## src/rtl/rect_fill_queue.sv

```systemverilog
// rect_fill_queue
//   Queues filled-rectangle draw commands and issues them one at a time to
//   screen_writer. Each command is clipped against the screen when it is
//   popped from the FIFO. A command whose y origin is below the last legal
//   line is discarded without ever starting the writer.
//
//   Optional feature: define RECT_XOR_EN to build XOR fills. With it, a
//   command with cmd_xor=1 draws colour ^ old_screen_colour.
//
//   Handshake: a command is transferred on any rising clock edge where
//   cmd_valid && cmd_ready. cmd_ready depends only on reset and the FIFO
//   fill level, never on cmd_valid. The producer holds its data stable while
//   valid is high and ready is low.
//
// Ports
//   clock, reset           system clock, synchronous active-high reset
//   cmd_valid/cmd_ready    command handshake
//   cmd_x, cmd_y           top-left corner
//   cmd_w, cmd_h           size minus one
//   cmd_colour, cmd_xor    fill colour, XOR-fill request
//   screen_start           one-cycle start pulse to the writer
//   screen_x_min/y_min     clipped box origin
//   screen_x/y_range       clipped box extent minus one
//   new_screen_colour      colour for the pixel being written
//   screen_x, screen_y     writer pixel position (unused)
//   old_screen_colour      existing pixel colour (XOR mode only)
//   screen_done            writer finished the box
//   busy                   registered: FSM active or FIFO non-empty
//   fsm_state              current FSM state (IDLE=0, ISSUE=1, DRAW=2)
module rect_fill_queue #(
  parameter int WIDTH        = 8,
  parameter int COLOUR_WIDTH = 3,
  parameter int DEPTH        = 4,
  parameter int Y_LIMIT      = 239
) (
  input  logic                    clock,
  input  logic                    reset,
  input  logic                    cmd_valid,
  output logic                    cmd_ready,
  input  logic [WIDTH-1:0]        cmd_x,
  input  logic [WIDTH-1:0]        cmd_y,
  input  logic [WIDTH-1:0]        cmd_w,
  input  logic [WIDTH-1:0]        cmd_h,
  input  logic [COLOUR_WIDTH-1:0] cmd_colour,
  input  logic                    cmd_xor,
  output logic                    screen_start,
  output logic [WIDTH-1:0]        screen_x_min,
  output logic [WIDTH-1:0]        screen_y_min,
  output logic [WIDTH-1:0]        screen_x_range,
  output logic [WIDTH-1:0]        screen_y_range,
  output logic [COLOUR_WIDTH-1:0] new_screen_colour,
  input  logic [WIDTH-1:0]        screen_x,
  input  logic [WIDTH-1:0]        screen_y,
  input  logic [COLOUR_WIDTH-1:0] old_screen_colour,
  input  logic                    screen_done,
  output logic                    busy,
  output logic [1:0]              fsm_state
);

  localparam int AW    = $clog2(DEPTH);
  localparam int CNT_W = AW + 1;
`ifdef RECT_XOR_EN
  localparam int EW = 4 * WIDTH + COLOUR_WIDTH + 1;
`else
  localparam int EW = 4 * WIDTH + COLOUR_WIDTH;
`endif

  localparam logic [1:0] IDLE  = 2'd0;
  localparam logic [1:0] ISSUE = 2'd1;
  localparam logic [1:0] DRAW  = 2'd2;

  localparam logic [WIDTH-1:0] Y_MAX = WIDTH'(Y_LIMIT);
  localparam logic [WIDTH-1:0] X_MAX = {WIDTH{1'b1}};

  // FIFO storage; DEPTH is a power of two so the pointers wrap by themselves.
  logic [EW-1:0]    mem [DEPTH];
  logic [AW-1:0]    wr_ptr;
  logic [AW-1:0]    rd_ptr;
  logic [CNT_W-1:0] count;
  logic [1:0]       state;
  logic             push;
  logic             pop;
  logic [EW-1:0]    push_entry;

  logic [WIDTH-1:0]        head_x;
  logic [WIDTH-1:0]        head_y;
  logic [WIDTH-1:0]        head_w;
  logic [WIDTH-1:0]        head_h;
  logic [COLOUR_WIDTH-1:0] head_colour;
  logic [COLOUR_WIDTH-1:0] colour_q;

`ifdef RECT_XOR_EN
  logic head_xor;
  logic xor_q;
  assign push_entry = {cmd_x, cmd_y, cmd_w, cmd_h, cmd_colour, cmd_xor};
  assign {head_x, head_y, head_w, head_h, head_colour, head_xor} = mem[rd_ptr];
  logic unused_inputs;
  assign unused_inputs = ^{screen_x, screen_y};
`else
  assign push_entry = {cmd_x, cmd_y, cmd_w, cmd_h, cmd_colour};
  assign {head_x, head_y, head_w, head_h, head_colour} = mem[rd_ptr];
  logic unused_inputs;
  assign unused_inputs = ^{screen_x, screen_y, cmd_xor, old_screen_colour};
`endif

  assign cmd_ready    = !reset && (count < CNT_W'(DEPTH));
  assign push         = cmd_valid && cmd_ready;
  assign pop          = (state == IDLE) && (count != '0);
  assign screen_start = (state == ISSUE);
  assign fsm_state    = state;

  // Clipping: take the room left to the screen edge first (never negative
  // because the origin is checked against the limit), then the smaller of
  // room and requested extent. Nothing here can wrap.
  logic [WIDTH-1:0] x_room;
  logic [WIDTH-1:0] y_room;
  logic [WIDTH-1:0] x_clip;
  logic [WIDTH-1:0] y_clip;
  logic             y_drop;

  always_comb begin
    x_room = X_MAX - head_x;
    x_clip = (head_w > x_room) ? x_room : head_w;
    y_drop = (head_y > Y_MAX);
    y_room = y_drop ? '0 : (Y_MAX - head_y);
    y_clip = (head_h > y_room) ? y_room : head_h;
  end

  always_ff @(posedge clock) begin
    if (push) mem[wr_ptr] <= push_entry;
  end

  always_ff @(posedge clock) begin
    if (reset) begin
      wr_ptr         <= '0;
      rd_ptr         <= '0;
      count          <= '0;
      state          <= IDLE;
      screen_x_min   <= '0;
      screen_y_min   <= '0;
      screen_x_range <= '0;
      screen_y_range <= '0;
      colour_q       <= '0;
`ifdef RECT_XOR_EN
      xor_q          <= 1'b0;
`endif
      busy           <= 1'b0;
    end else begin
      if (push) wr_ptr <= wr_ptr + 1'b1;
      if (pop)  rd_ptr <= rd_ptr + 1'b1;

      case ({push, pop})
        2'b10:   count <= count + 1'b1;
        2'b01:   count <= count - 1'b1;
        default: count <= count;
      endcase

      // Registered from the current cycle, so it drops one cycle after the
      // final DRAW->IDLE transition.
      busy <= (state != IDLE) || (count != '0);

      case (state)
        IDLE: begin
          // A dropped command is consumed here but leaves the box untouched.
          if (pop && !y_drop) begin
            screen_x_min   <= head_x;
            screen_y_min   <= head_y;
            screen_x_range <= x_clip;
            screen_y_range <= y_clip;
            colour_q       <= head_colour;
`ifdef RECT_XOR_EN
            xor_q          <= head_xor;
`endif
            state          <= ISSUE;
          end
        end
        ISSUE:   state <= DRAW;
        DRAW:    if (screen_done) state <= IDLE;
        default: state <= IDLE;
      endcase
    end
  end

  always_comb begin
`ifdef RECT_XOR_EN
    new_screen_colour = xor_q ? (colour_q ^ old_screen_colour) : colour_q;
`else
    new_screen_colour = colour_q;
`endif
  end

endmodule

```

## config.mk

```make
export PLATFORM = sky130hd
export DESIGN_NAME = rect_fill_queue
export DESIGN_NICKNAME = d
export VERILOG_FILES = /design/src/rtl/rect_fill_queue.sv
export SDC_FILE = /design/constraint.sdc
export NUM_CORES = 1
export LEC_CHECK = 0
export ABC_AREA = 1
export CELL_PAD_IN_SITES_DETAIL_PLACEMENT = 2
export CELL_PAD_IN_SITES_GLOBAL_PLACEMENT = 2
export CORE_ASPECT_RATIO = 1.1
export CORE_MARGIN = 2
export CORE_UTILIZATION = 32
export DETAILED_ROUTE_END_ITERATION = 10
export PLACE_DENSITY_LB_ADDON = 0.25
export RECOVER_POWER = 25
export SETUP_SLACK_MARGIN = 0.02
export SLEW_MARGIN = 20
export SYNTH_ARGS = -nofsm -noshare
export SYNTH_HDL_FRONTEND = slang
export SYNTH_SLANG_ARGS = --single-unit
export TNS_END_PERCENT = 30
```

## constraint.sdc

```tcl
create_clock -name clock -period 3.1 [get_ports clock]
set_input_delay 0.62 -clock clock [delete_from_list [all_inputs] [get_ports clock]]
set_output_delay 0.62 -clock clock [all_outputs]
set_load 0.01 [all_outputs]
```

### Yosys cells after proc, flatten, opt, wreduce, memory -nomap -nowiden

Memories as Yosys holds them, arrays and structs flattened. A register that Yosys moved wholly into a read port is not among the register bits.
Index checks and enable logic that the tools add are counted.
Widths: inputs -> output; s select.

* add/sub/neg operators: 6
* magnitude comparators: 4
* equality and inequality tests: 6
* mux-type cells: 11
* reduce and logical (&&, ||, !) cells: 13

Operators by type and width (count)
* $mux 8: 3
* $gt 8x8->1: 2
* $sub 8x8->8 const A: 2
* $gt 8x8->1 const B: 1
* $mux 2: 4
* $pmux 2 s3: 1
* $pmux 3 s2: 1
* $add 2x1->2 const B: 2
* $eq 2x1->1 const B: 2
* $eq 2x2->1 const B: 2
* $logic_and 1x1->1: 4
* $reduce_and 2->1: 2
* $reduce_bool 2->1: 2
* $add 3x1->3 const B: 1
* $lt 3x3->1 const B: 1
* $reduce_bool 3->1: 1
* $sub 3x1->3 const B: 1
* $logic_not 1->1: 2
* $logic_not 2->1: 1
* $mux 1: 2
* $ne 2x1->1 const B: 1
* $ne 2x2->1 const B: 1
* $logic_or 1x1->1: 1

* bits in registers: 45
* RAM bits: 140
* input bits: 59
* output and inout port bits: 40
* memories: 1

Memory list
* mem: depth 4, width 35, read ports 1, clocked after Yosys merged registers in 1, write ports 1, line 76 `logic [EW-1:0] mem [DEPTH];`

### Longest topological paths before layout

* depth in word-level cells: 5
* gate-level depth with buffers: 25
* depth with buffers taken out: 22

### Worst setup path after synthesis

OpenSTA, ideal clock, no wires.

* kind: input to register
* start: in reset
* end: mem mem[0][0] (netlist bit), enable pin
* library setup time: 0.427 ns
* data arrival time: 2.699 ns
* setup slack: -0.027 ns
* stages on the path: 4
* buffers on the path: 1
* path through: clkbuf_1 nor2_1 nand2_1 nor2_1

* cells in the longest elaborated chain, start to end: 5

RTL lines
* start, declared: line 37 `input logic reset,`
* $logic_not 1->1: line 106 `assign cmd_ready = !reset && (count < CNT_W'(DEPTH));`
* $logic_and 1x1->1: line 106
* named net cmd_ready: line 39 `output logic cmd_ready,`
* $logic_and 1x1->1: line 107 `assign push = cmd_valid && cmd_ready;`
* $mux 1: line 130 `if (push) mem[wr_ptr] <= push_entry;`
* $mux 1 (not written as such): line 130
* end, declared: line 76

The timed path passes the listed nets, and every way through them passes these cells.

==> flow_summary.toml <==
[pwr]
total_power_uw = 9140
pwr-share-clk = 0.245
internal_power_uw = 5490
power_leakage_uw = 0.00367
combPwrFrac = 0.414
p_per_area_nw_per_um2 = 941
swShare = 0.400
p_sw_uw = 3650
seqPwrFrac = 0.341
ir_drop_mv = 0.430

[yosys]
synthCells = 725
yosys-top-cells-area = "edfxtp_1 54%, dfxtp_1 12%, nand2_1 5.9%"
ys_async_sr_fraction = 0
synth_top_area_frac = 0.539
muxShareOfSynthArea = 0
synth_compound_area_frac = 0.109
synth_commonest_cells = "140 x edfxtp_1, 122 x nand2_1, 94 x nor2_1"
synth_edf_count = 140
synth_adder_area_share = 0.0379
yosys.area.top_type = "edfxtp_1"
synth_ff_type = "edfxtp_1"
synth_seq_area_share = 0.660
ys_ff_latch = 187
synth_most_common_cell = "edfxtp_1"
synthSimpleGateAreaFrac = 0.136
netlist-cell-type-count = 33
syn-cell-area_sq_um = 7790
ys_warn_count = 0
synth_xor_area_frac = 0.00112
synth_top_family_by_area = "simple AND/OR/NAND/NOR gates"
synth.avg_cell_area_sq_um = 10.8
syn-num-nets = 807

[sta]
fin_crit_ns = 2.82
hold_viol = 0
tightest_slew_ns = 0.526
skew_ns = 0.0163
setup_tns_ns = 0
finalWorstSetupSlack_ns = 0.284
rsz0062_at_grt = "no"
fin_crit_sh = 0.908
setup_viol = 0
slew_violations = 0
relSlewSlack = 0.649
fmax_mhz = 355

[detailed_routing]
vias = 5751
drtAntennaViolNets = 0
viasPerCell = 5.04
wl_per_cell_microns = 20.5
drtPass1Iterations = 4
routed_wl_microns = 23400
drc = 0
drtIter0Drc = 309

[critical_path]
ff2ff_path_depth = 21
arrival_ns = 3.14
end_kind = "register"
cp_max_fo = 14
worst_setup_path_start_kind = "register"
worstPathRequired_ns = 3.42
reg2reg_setup_slack_ns = 0.28
path_class = "reg2reg"
r2r-end = "screen_y_range[6]$_SDFFE_PP0P_"

[clock_network]
htreeDepth = 4
cts-buffers-inserted = 17
cts_max_path_buffers = 2
clockRootBuffer = "clkbuf_16"
clock-sinks = 187
clk_latency_ns = 0.43
clkTransAtPathRegs_ns = 0.08
cts_tree = "yes"

[placed_design]
port-buffer-count = 78
gp_congestion = 0.774
dpl-instance-area_sq_um = 9060
hpwl_microns = 15800
place_ws_ns = 0.0757

[die]
rows = 59
die_area_sq_um = 25600
die-width_microns = 153
die_h_microns = 168
core-area_sq_um = 23800
num_io_pins = 99
start_util = 0.328

[finish]
area_growth_pct = 24.6
final_cell_area_sq_um = 9710
drive_gt1_frac = 0.106
num_antenna_cells = 0
utilization = 0.409
nets = 905

[grt]
grt_max_degree = 32
track_usage = 0.187
grt_pass1_vias = 6619
antenna_found_initial = 1
grt_overflow = 0
grt_pass1_wl_microns = 36700

[outcome]
outcome = "completed"

[flow_run]
maxCapViolCount = 0

[worst_hold_path]
holdCritStartpoint = "screen_x_range[0]$_SDFFE_PP0P_"
hold_path_class = "reg2reg"
min_path_cells = 2
whs_endpoint = "screen_x_range[0]$_SDFFE_PP0P_"
==> state kept, by name (all words and copies together), names as in the netlist, named ones only <==
| register | flops |
|---|---|
| busy | 1 |
| wr_ptr | 2 |
| screen_y_min | 8 |
| mem | 140 |
| count | 3 |
| fsm_state | 2 |
| screen_x_range | 8 |
| screen_x_min | 8 |
| new_screen_colour | 3 |
| screen_y_range | 8 |
| rd_ptr | 2 |
==> critical path, stage by stage (launching register included) <==
cell and delay [ns]:
dfxtp_4 0.44, inv_8 0.08, nand2_1 0.08, nand3_1 0.08, nand2_2 0.09, inv_1 0.06, ha_1 0.22, nand3_2 0.12
nor2_4 0.06, inv_1 0.13, nand2_1 0.10, ha_1 0.31, nand2_1 0.06, o21ai_0 0.17, nand2_1 0.10, nand2_1 0.08
nand2_2 0.07, buf_12 0.15, nand2_1 0.07, nand2_1 0.07, nor2_2 0.10, nor2_1 0.05
==> routing by layer <==
| metal | vias up | routed length, microns | GRT usage |
|---|---|---|---|
| met5 | - | 13 | 0 |
| met4 | 2 | 232 | 0.0511 |
| met3 | 17 | 760 | 0.0287 |
| met2 | 100 | 12200 | 0.337 |
| met1 | 2941 | 10200 | 0.232 |
| li1 | 2691 | - | - |
==> per-stage QoR <==
| step | std cells | hold slack, ns |
|---|---|---|
| 6_report | 1141 | 0.467 |
| 5_1_grt | 1141 | 0.491 |
| 4_1_cts | 1139 | 0.472 |
| 3_5_place_dp | 1107 | 0.460 |
| 3_3_place_gp | 1107 | 0.454 |
| 2_1_floorplan | 725 | 0.436 |
==> worst max-delay path by stage <==
stage,to,slack [ns]
6_report,screen_y_range[6]$_SDFFE_PP0P_,0.28
5_1_grt,screen_y_range[6]$_SDFFE_PP0P_,0.004
4_1_cts,screen_y_range[6]$_SDFFE_PP0P_,0.05
3_5_place_dp,screen_y_range[6]$_SDFFE_PP0P_,0.08
3_3_place_gp,screen_y_range[5]$_SDFFE_PP0P_,0.24
2_1_floorplan,mem[0][0]$_DFFE_PP_,-0.03
==> power groups by stage <==
| stage | clock network, uW | logic, uW | registers [uW] |
|---|---|---|---|
| floorplan | 0 | 2180 | 3190 |
| global placement | 0 | 3500 | 3150 |
| detailed placement | 0 | 3720 | 3170 |
| CTS | 2270 | 3790 | 3120 |
| global route | 2360 | 4260 | 3150 |
| finish | 2240 | 3780 | 3120 |
==> placed cells by master, fill, tap and decap left out, drive strengths merged, types with 2 or more instances in the layout <==
| cell | n |
|---|---|
| a21oi | 45 |
| a31oi | 12 |
| buf | 36 |
| clkbuf | 17 |
| clkdlybuf4s50 | 54 |
| clkinv | 7 |
| dfxtp | 47 |
| dlygate4sd3 | 24 |
| edfxtp | 140 |
| ha | 22 |
| inv | 67 |
| nand2 | 124 |
| nand3 | 37 |
| nor2 | 96 |
| o21a | 3 |
| o21ai | 83 |
| o22a | 4 |
| o22ai | 7 |
| or2 | 2 |
==> cell families after synthesis <==
family | count (synthesis)
xor gates and xnor gates | 1
buffers and inverters | 95
adders and majority gates | 23
AOI/OAI and AO/OA | 158
and+or+nand+nor | 261
DFF | 187
==> area by class of cell <==
class,count,area [sq um]
fill,2510,14100
clock inverter,15,188
clock buffer,17,425
tap,305,382
sequential,187,5150
inverter,60,233
timing repair buffer,114,1080
multi-input combinational,443,2260
==> repair_timing <==
action                                  in CTS  in global routing
buffers inserted                             0                  2
gates resized for setup                      0                 10
endpoints found under the hold margin        0                  0
hold buffers                                 0                  0
endpoints found under the setup margin       0                 10
Note: power is estimated with default switching activity, not from simulation.
